`src/rtl/switch_allocator.sv`:
```
// Separable input-first round-robin switch allocator: per-input VC arbitration,
// then per-output input arbitration, with on/off masking and registered RR pointers.
package switch_allocator_pkg;
  typedef enum logic [2:0] {
    LOCAL = 3'd0,
    NORTH = 3'd1,
    SOUTH = 3'd2,
    WEST  = 3'd3,
    EAST  = 3'd4
  } port_t;
endpackage

module switch_allocator
  import switch_allocator_pkg::*;
#(
  parameter int unsigned PORT_NUM  = 5,
  parameter int unsigned VC_NUM    = 2,
  parameter int unsigned VC_SIZE   = $clog2(VC_NUM),
  parameter int unsigned PORT_SIZE = $clog2(PORT_NUM)
) (
  input  logic                                      clk,
  input  logic                                      rst,
  input  logic  [PORT_NUM-1:0][VC_NUM-1:0]          switch_request_i,
  input  port_t [PORT_NUM-1:0][VC_NUM-1:0]          out_port_i,
  input  logic  [PORT_NUM-1:0][VC_NUM-1:0][VC_SIZE-1:0] downstream_vc_i,
  input  logic  [PORT_NUM-1:0][VC_NUM-1:0]          on_off_i,
  output logic  [PORT_NUM-1:0]                      valid_sel_o,
  output logic  [PORT_NUM-1:0][VC_SIZE-1:0]         vc_sel_o,
  output logic  [PORT_NUM-1:0]                      xb_valid_o,
  output logic  [PORT_NUM-1:0][PORT_SIZE-1:0]       xb_sel_o
);

  logic [PORT_NUM-1:0][VC_NUM-1:0]    elig;
  logic [PORT_NUM-1:0]                has;
  logic [PORT_NUM-1:0][VC_SIZE-1:0]   win_vc;
  logic [PORT_NUM-1:0][PORT_NUM-1:0]  cand;      // [output][input]
  logic [PORT_NUM-1:0]                gnt_vld;
  logic [PORT_NUM-1:0][PORT_SIZE-1:0] gnt_in;
  logic [PORT_NUM-1:0]                in_gnt;
  logic [PORT_NUM-1:0][VC_SIZE-1:0]   vc_ptr_q, vc_ptr_d;
  logic [PORT_NUM-1:0][PORT_SIZE-1:0] in_ptr_q, in_ptr_d;

  // Request masked by downstream on/off; out-of-range port codes are never eligible.
  always_comb begin
    elig = '0;
    for (int i = 0; i < PORT_NUM; i++) begin
      for (int v = 0; v < VC_NUM; v++) begin
        if (32'(out_port_i[i][v]) < PORT_NUM) begin
          elig[i][v] = switch_request_i[i][v] &&
                       on_off_i[PORT_SIZE'(out_port_i[i][v])][downstream_vc_i[i][v]];
        end
      end
    end
  end

  // Stage 1: round-robin VC pick per input starting at vc_ptr.
  always_comb begin : stage1
    logic [VC_SIZE-1:0] idx;
    has    = '0;
    win_vc = '0;
    idx    = '0;
    for (int i = 0; i < PORT_NUM; i++) begin
      idx = vc_ptr_q[i];
      for (int k = 0; k < VC_NUM; k++) begin
        if (!has[i] && elig[i][idx]) begin
          has[i]    = 1'b1;
          win_vc[i] = idx;
        end
        idx = (idx == VC_SIZE'(VC_NUM - 1)) ? '0 : idx + VC_SIZE'(1);
      end
    end
  end

  always_comb begin
    cand = '0;
    for (int o = 0; o < PORT_NUM; o++) begin
      for (int i = 0; i < PORT_NUM; i++) begin
        cand[o][i] = has[i] && (32'(out_port_i[i][win_vc[i]]) == 32'(o));
      end
    end
  end

  // Stage 2: round-robin input pick per output starting at in_ptr.
  always_comb begin : stage2
    logic [PORT_SIZE-1:0] idx;
    gnt_vld = '0;
    gnt_in  = '0;
    idx     = '0;
    for (int o = 0; o < PORT_NUM; o++) begin
      idx = in_ptr_q[o];
      for (int k = 0; k < PORT_NUM; k++) begin
        if (!gnt_vld[o] && cand[o][idx]) begin
          gnt_vld[o] = 1'b1;
          gnt_in[o]  = idx;
        end
        idx = (idx == PORT_SIZE'(PORT_NUM - 1)) ? '0 : idx + PORT_SIZE'(1);
      end
    end
  end

  // Grant outputs are combinational and forced low while reset is held.
  always_comb begin
    in_gnt      = '0;
    valid_sel_o = '0;
    vc_sel_o    = '0;
    xb_valid_o  = '0;
    xb_sel_o    = '0;
    for (int o = 0; o < PORT_NUM; o++) begin
      if (gnt_vld[o]) begin
        in_gnt[gnt_in[o]] = 1'b1;
      end
    end
    if (rst) begin
      xb_valid_o  = gnt_vld;
      xb_sel_o    = gnt_in;
      valid_sel_o = in_gnt;
      for (int i = 0; i < PORT_NUM; i++) begin
        if (in_gnt[i]) begin
          vc_sel_o[i] = win_vc[i];
        end
      end
    end
  end

  // Pointers advance past the winner only for pairs that were actually granted.
  always_comb begin
    in_ptr_d = in_ptr_q;
    vc_ptr_d = vc_ptr_q;
    for (int o = 0; o < PORT_NUM; o++) begin
      if (gnt_vld[o]) begin
        in_ptr_d[o] = (gnt_in[o] == PORT_SIZE'(PORT_NUM - 1)) ? '0
                                                              : gnt_in[o] + PORT_SIZE'(1);
      end
    end
    for (int i = 0; i < PORT_NUM; i++) begin
      if (in_gnt[i]) begin
        vc_ptr_d[i] = (win_vc[i] == VC_SIZE'(VC_NUM - 1)) ? '0
                                                          : win_vc[i] + VC_SIZE'(1);
      end
    end
  end

  always_ff @(posedge clk or negedge rst) begin
    if (!rst) begin
      in_ptr_q <= '0;
      vc_ptr_q <= '0;
    end else begin
      in_ptr_q <= in_ptr_d;
      vc_ptr_q <= vc_ptr_d;
    end
  end

endmodule

```
`config.mk`:
```
export PLATFORM = sky130hd
export DESIGN_NAME = switch_allocator
export DESIGN_NICKNAME = d
export VERILOG_FILES = /design/src/rtl/switch_allocator.sv
export SDC_FILE = /design/constraint.sdc
export NUM_CORES = 1
export LEC_CHECK = 0
export CAP_MARGIN = 5
export CORE_MARGIN = 8
export CORE_UTILIZATION = 35
export CTS_CLUSTER_DIAMETER = 50
export DETAILED_ROUTE_END_ITERATION = 6
export MAX_ROUTING_LAYER = met4
export SLEW_MARGIN = 5
export SYNTH_ARGS = -nofsm -noshare
export SYNTH_HDL_FRONTEND = slang
export SYNTH_SLANG_ARGS = --single-unit
```
`constraint.sdc`:
```
create_clock -name clk -period 7.47 [get_ports clk]
set_input_delay 1.1205 -clock clk [delete_from_list [all_inputs] [get_ports clk]]
set_output_delay 1.1205 -clock clk [all_outputs]
set_load 0.05 [all_outputs]
```
After elaboration in Yosys (flattened, before gate mapping)
Index checks and enable logic that the tools add are counted.
Word-level totals
  RAM bits: 0
  memories: 0
  latch bits: 0
  flip-flop bits (word level): 20
  bits in read-only memories: 0
Cells by class
  mux-type cells: 259
  $add $sub $neg: 35
  equality and inequality tests: 45
  reductions and logical operators: 95
  bitwise gates (word level): 4
  $lt $le $gt $ge: 80
  multipliers: 0
  shift-type cells: 0
  div/mod/pow operators: 0
Operators with widths (number)
  3-bit 2-to-1 mux: 60
  3-bit by 4-bit < comparator with 1-bit output, second input constant: 40
  1-bit 2-to-1 mux: 140
  3-bit == test, second input constant: 30
  3-bit by 1-bit adder with 3-bit output, second input constant: 25
  1-bit binary-select mux with 3-bit select: 25
  1-bit logical AND: 65
  2-bit binary-select mux with 3-bit select: 10
  1-bit by 2-bit < comparator with 1-bit output, second input constant: 25
  5-bit 2-to-1 mux: 8
  3-bit by 2-bit == test with 1-bit output, second input constant: 10
  3-bit < comparator, second input constant: 10
  1-bit zero test: 25
  2-bit 2-to-1 mux: 10
  5-bit OR: 4
  1-bit demux with 3-bit select: 5
  3-bit by 1-bit == test with 1-bit output, second input constant: 5
  3-bit by 1-bit >= comparator with 1-bit output, second input constant: 5
  3-bit zero test: 5
  15-bit 2-to-1 mux: 1
  1-bit adder, second input constant: 10

Depth between registers and ports, before layout
  depth in word-level cells: 46
  gate-level depth with buffers: 24

Worst setup path after synthesis
Ideal clock, no wire load.
  path kind: register to output
  from: register in_ptr_q[0] in the netlist's numbering
  to: output port vc_sel_o[3] in the netlist's numbering
  arrival time: 5.679 ns
  required time: 6.349 ns
  path slack: 0.670 ns
  cell stages (with the launch flop): 22
  cells stage by stage: dfrtp_1 -> inv_1 -> ha_1 -> a21oi_1 -> inv_1 -> ha_1 -> o21ai_0 -> a22o_1 -> clkbuf_1 -> clkinv_1 -> ha_1 -> a31oi_1 -> o22a_1 -> nor3_1 -> nor3_1 -> nor3_2 -> a2111o_1 -> a2bb2oi_4 -> inv_1 -> o22ai_1 -> a2111oi_4 -> nor3_1
RTL lines
  start, declared: RTL line 41  | logic [PORT_NUM-1:0][PORT_SIZE-1:0] in_ptr_q, in_ptr_d;
  start signal, assigned: RTL line 148  | in_ptr_q <= in_ptr_d;
  end, declared: RTL line 28  | output logic [PORT_NUM-1:0][VC_SIZE-1:0] vc_sel_o,

==> summary.txt <==
status: finished clean
worst skew pair latency: 0.27 ns
WP data required: 6.35 ns
pre-CTS setup slack: 0.3764 ns
Site Rows: 53
Worst setup SP type: input port
number of top-level pins: 92
Worst-path clk slew: 0.07 ns
top_reg_cell synth: dfrtp_1
Final Max Tran Viols: 0
Final Hold Vio Count: 0
crit-path max cell delay: 0.81 ns
Post-Syn Instances: 1032
TritonRoute pass-1 iters: 5
vias in the first global route: 8459
Synth area leaders: ha_1, dfrtp_1, mux2i_1
Cell Area, Synth: 7551 um^2
slack of the critical path: 0.2680 ns
Worst Reg-to-Reg Cells: 21
post-synthesis register bit count: 20
RePlAce Congestion: 0.9936
period utilization: 96.41%
flip-flop and latch area: 500.5 um^2
Multi-input gate area: 6629 um^2
Setup-failing EPs final: 0
CTS tree: yes
Yosys top cell area share: 7.291%
count leader, synth: nor2_1
initial core utilization: 35.81%
Total Wirelength: 29660 um
Post-synth EDFFs: 0
Avg Vias per Cell: 6.236
WS Path Type: in2out
CP Data Arrival Time: 6.08 ns
DR vias: 8787
Tmin final: 7.202 ns
pin count of the biggest net entering global routing: 28
Total Routing Usage GR: 22.20%
antenna violations before repair: 1
syn avg cell area: 7.317 um^2
Crit-path slowest cell: a2111oi_2
Synth cell types: 116
RR Endpoint: vc_ptr_q[1]
Post CTS Setup Buffer Count: 0
CP Max Fanout: 10
CTS H-tree depth: 1
dpl cells: 1404
fillcell total: 2202
worst min path class: reg2reg
clock sinks: 20
sink of the worst hold path: vc_ptr_q[0]
area grow syn2layout: 19.72%
Die Ht: 162.9 um
Bufs on Longest Clock Path: 2
core area: 21090 um^2
dpl hpwl: 24070 um
WHS Path Cells: 1
IO Port Bufs: 91
Synth Net Count: 1138
Critical R2R Launch: in_ptr_q[12]
cell mode on critical path: a221o_1
delay-heaviest family, CP: compound AO/OA/AOI/OAI gates
DRC Markers: 0
RSZ-0062 raised after global routing: false
worst-margin pin slew: 1.008 ns
# nets final: 1240
worst-path cell chain: clkdlybuf4s50_1 -> mux2i_1 -> o211ai_1 -> a221o_1 -> a2111oi_2 -> o31ai_1 -> a31o_2 -> a221o_1 -> a211oi_1 -> o32a_1 -> o22a_4 -> clkinv_1 -> nand4_1 -> and4b_4 -> nor3_1 -> buf_4 -> buf_12
asr flop ratio synth: 100.0%
Post-CTS Hold Buffers: 0
first-pass GRT wire length: 46530 um
HP Start: vc_ptr_q[0]
fin cells: 1409
Die W: 162.9 um
post-CTS resize count: 0
Yosys warnings: 0
CP endpoint kind: primary output
Root Driver: clkbuf_16
Commonest cells post-synth: nor2_1, nand2_1, inv_1
cell taking the most area after synthesis: ha_1
fmax: 138.9 MHz
Final Skew: 0.003822 ns
CP bufs+invs: 4
DRT iter0 DRCs: 870
Hold Slack: 0.6431 ns
Relative slew margins: 32.72%
CTS Buf Count: 3
total negative slack: 0 ns
max-cap viol count: 0
R2R Setup Slk: 1.69 ns
Routed wire per std cell: 21.05 um
proportion of layout cells with a drive suffix above 1: 14.12%
total global routing overflow: 0
area of the die: 26530 um^2
number of routed nets with antenna violations: 0
post-synthesis sequential area ratio: 6.628%
[cells by family (layout without fill, tap and decap cells)]
family / after synthesis / after routing / synth area share, %
AND/OR/NAND/NOR: 466 / 466 / 33.84
AO/OA/AOI/OAI: 325 / 325 / 35.82
buffers and inverters: 105 / 206 / 5.783
multiplexers: 68 / 68 / 10.17
adder cells (fa/ha/maj): 44 / 44 / 7.291
flip-flops: 20 / 20 / 6.628
XOR/XNOR: 4 / 4 / 0.4639
other: 0 / 1 / 0
[layout by cell type (no fill, tap or decap), types with 16 or more instances in the layout]
cell / netlist / layout
a211oi_1: 17 / 16
a21o_1: 16 / 16
a21oi_1: 38 / 38
and2_1: 23 / 23
buf_4: 1 / 55
clkdlybuf4s50_1: 0 / 75
dfrtp_1: 20 / 20
ha_1: 44 / 44
inv_1: 64 / 64
mux2_2: 16 / 16
mux2i_1: 43 / 43
nand2_1: 89 / 89
nand2b_1: 25 / 25
nand3_1: 38 / 38
nor2_1: 98 / 98
nor3_1: 49 / 48
o21ai_0: 51 / 50
[worst max-delay path by stage]
stage	from	end	slack, ns	depth (start not counted)
6_report	on_off_i[3]	vc_sel_o[0]	0.27	17
5_1_grt	in_ptr_q[12]	vc_sel_o[1]	0.05	22
4_1_cts	on_off_i[3]	vc_sel_o[0]	0.36	17
3_5_place_dp	on_off_i[3]	vc_sel_o[0]	0.38	17
3_3_place_gp	on_off_i[3]	vc_sel_o[0]	0.32	17
2_1_floorplan	in_ptr_q[0]	vc_sel_o[3]	0.67	21
[worst reg2reg max path: stages (launching register included)]
cell and delay (ns):
dfrtp_1 0.52, clkinv_1 0.30, ha_1 0.35, a21oi_1 0.29, inv_1 0.15, ha_1 0.23, nand2_1 0.07, a22o_1 0.34
clkinv_1 0.31, ha_1 0.32, nor2_1 0.12, mux2i_1 0.23, a211o_1 0.31, a31o_2 0.28, o21ai_0 0.22, and3b_1 0.27
nand2_1 0.10, o2bb2ai_1 0.11, buf_4 0.18, a221o_1 0.38, a221oi_4 0.26, mux2_4 0.32
[per-layer routing]
metal  wire, um  global-route usage, %
met5          0                      -
met4        439                  3.461
met1      13100                  28.48
met2      14230                  37.76
met3       1881                  2.123
[state kept, by name (all words and copies together) (netlist names)]
register  flops
in_ptr_q     15
vc_ptr_q      5
[stage by stage]
| step | utilization [%] | instance area [um^2] |
|---|---|---|
| 4_1_cts | 42.77 | 9020 |
| 5_1_grt | 42.87 | 9040 |
| 6_report | 42.87 | 9040 |
| 3_3_place_gp | 42.35 | 8931 |
| 2_1_floorplan | - | 7551 |
| 3_5_place_dp | 42.35 | 8931 |
[cell type report]
class                   count  share of cell area (%)
inverters                  69                   2.865
flip-flops and latches     20                   5.536
multi-input cells         907                   73.33
well taps                 275                   3.806
diodes                      1                 0.02768
repair buffers            133                   13.45
clock buffers               4                  0.9827
Power is left out: the tool's default activity adds up to more than one toggle a clock period on the data nets, which glitch-free logic cannot reach.
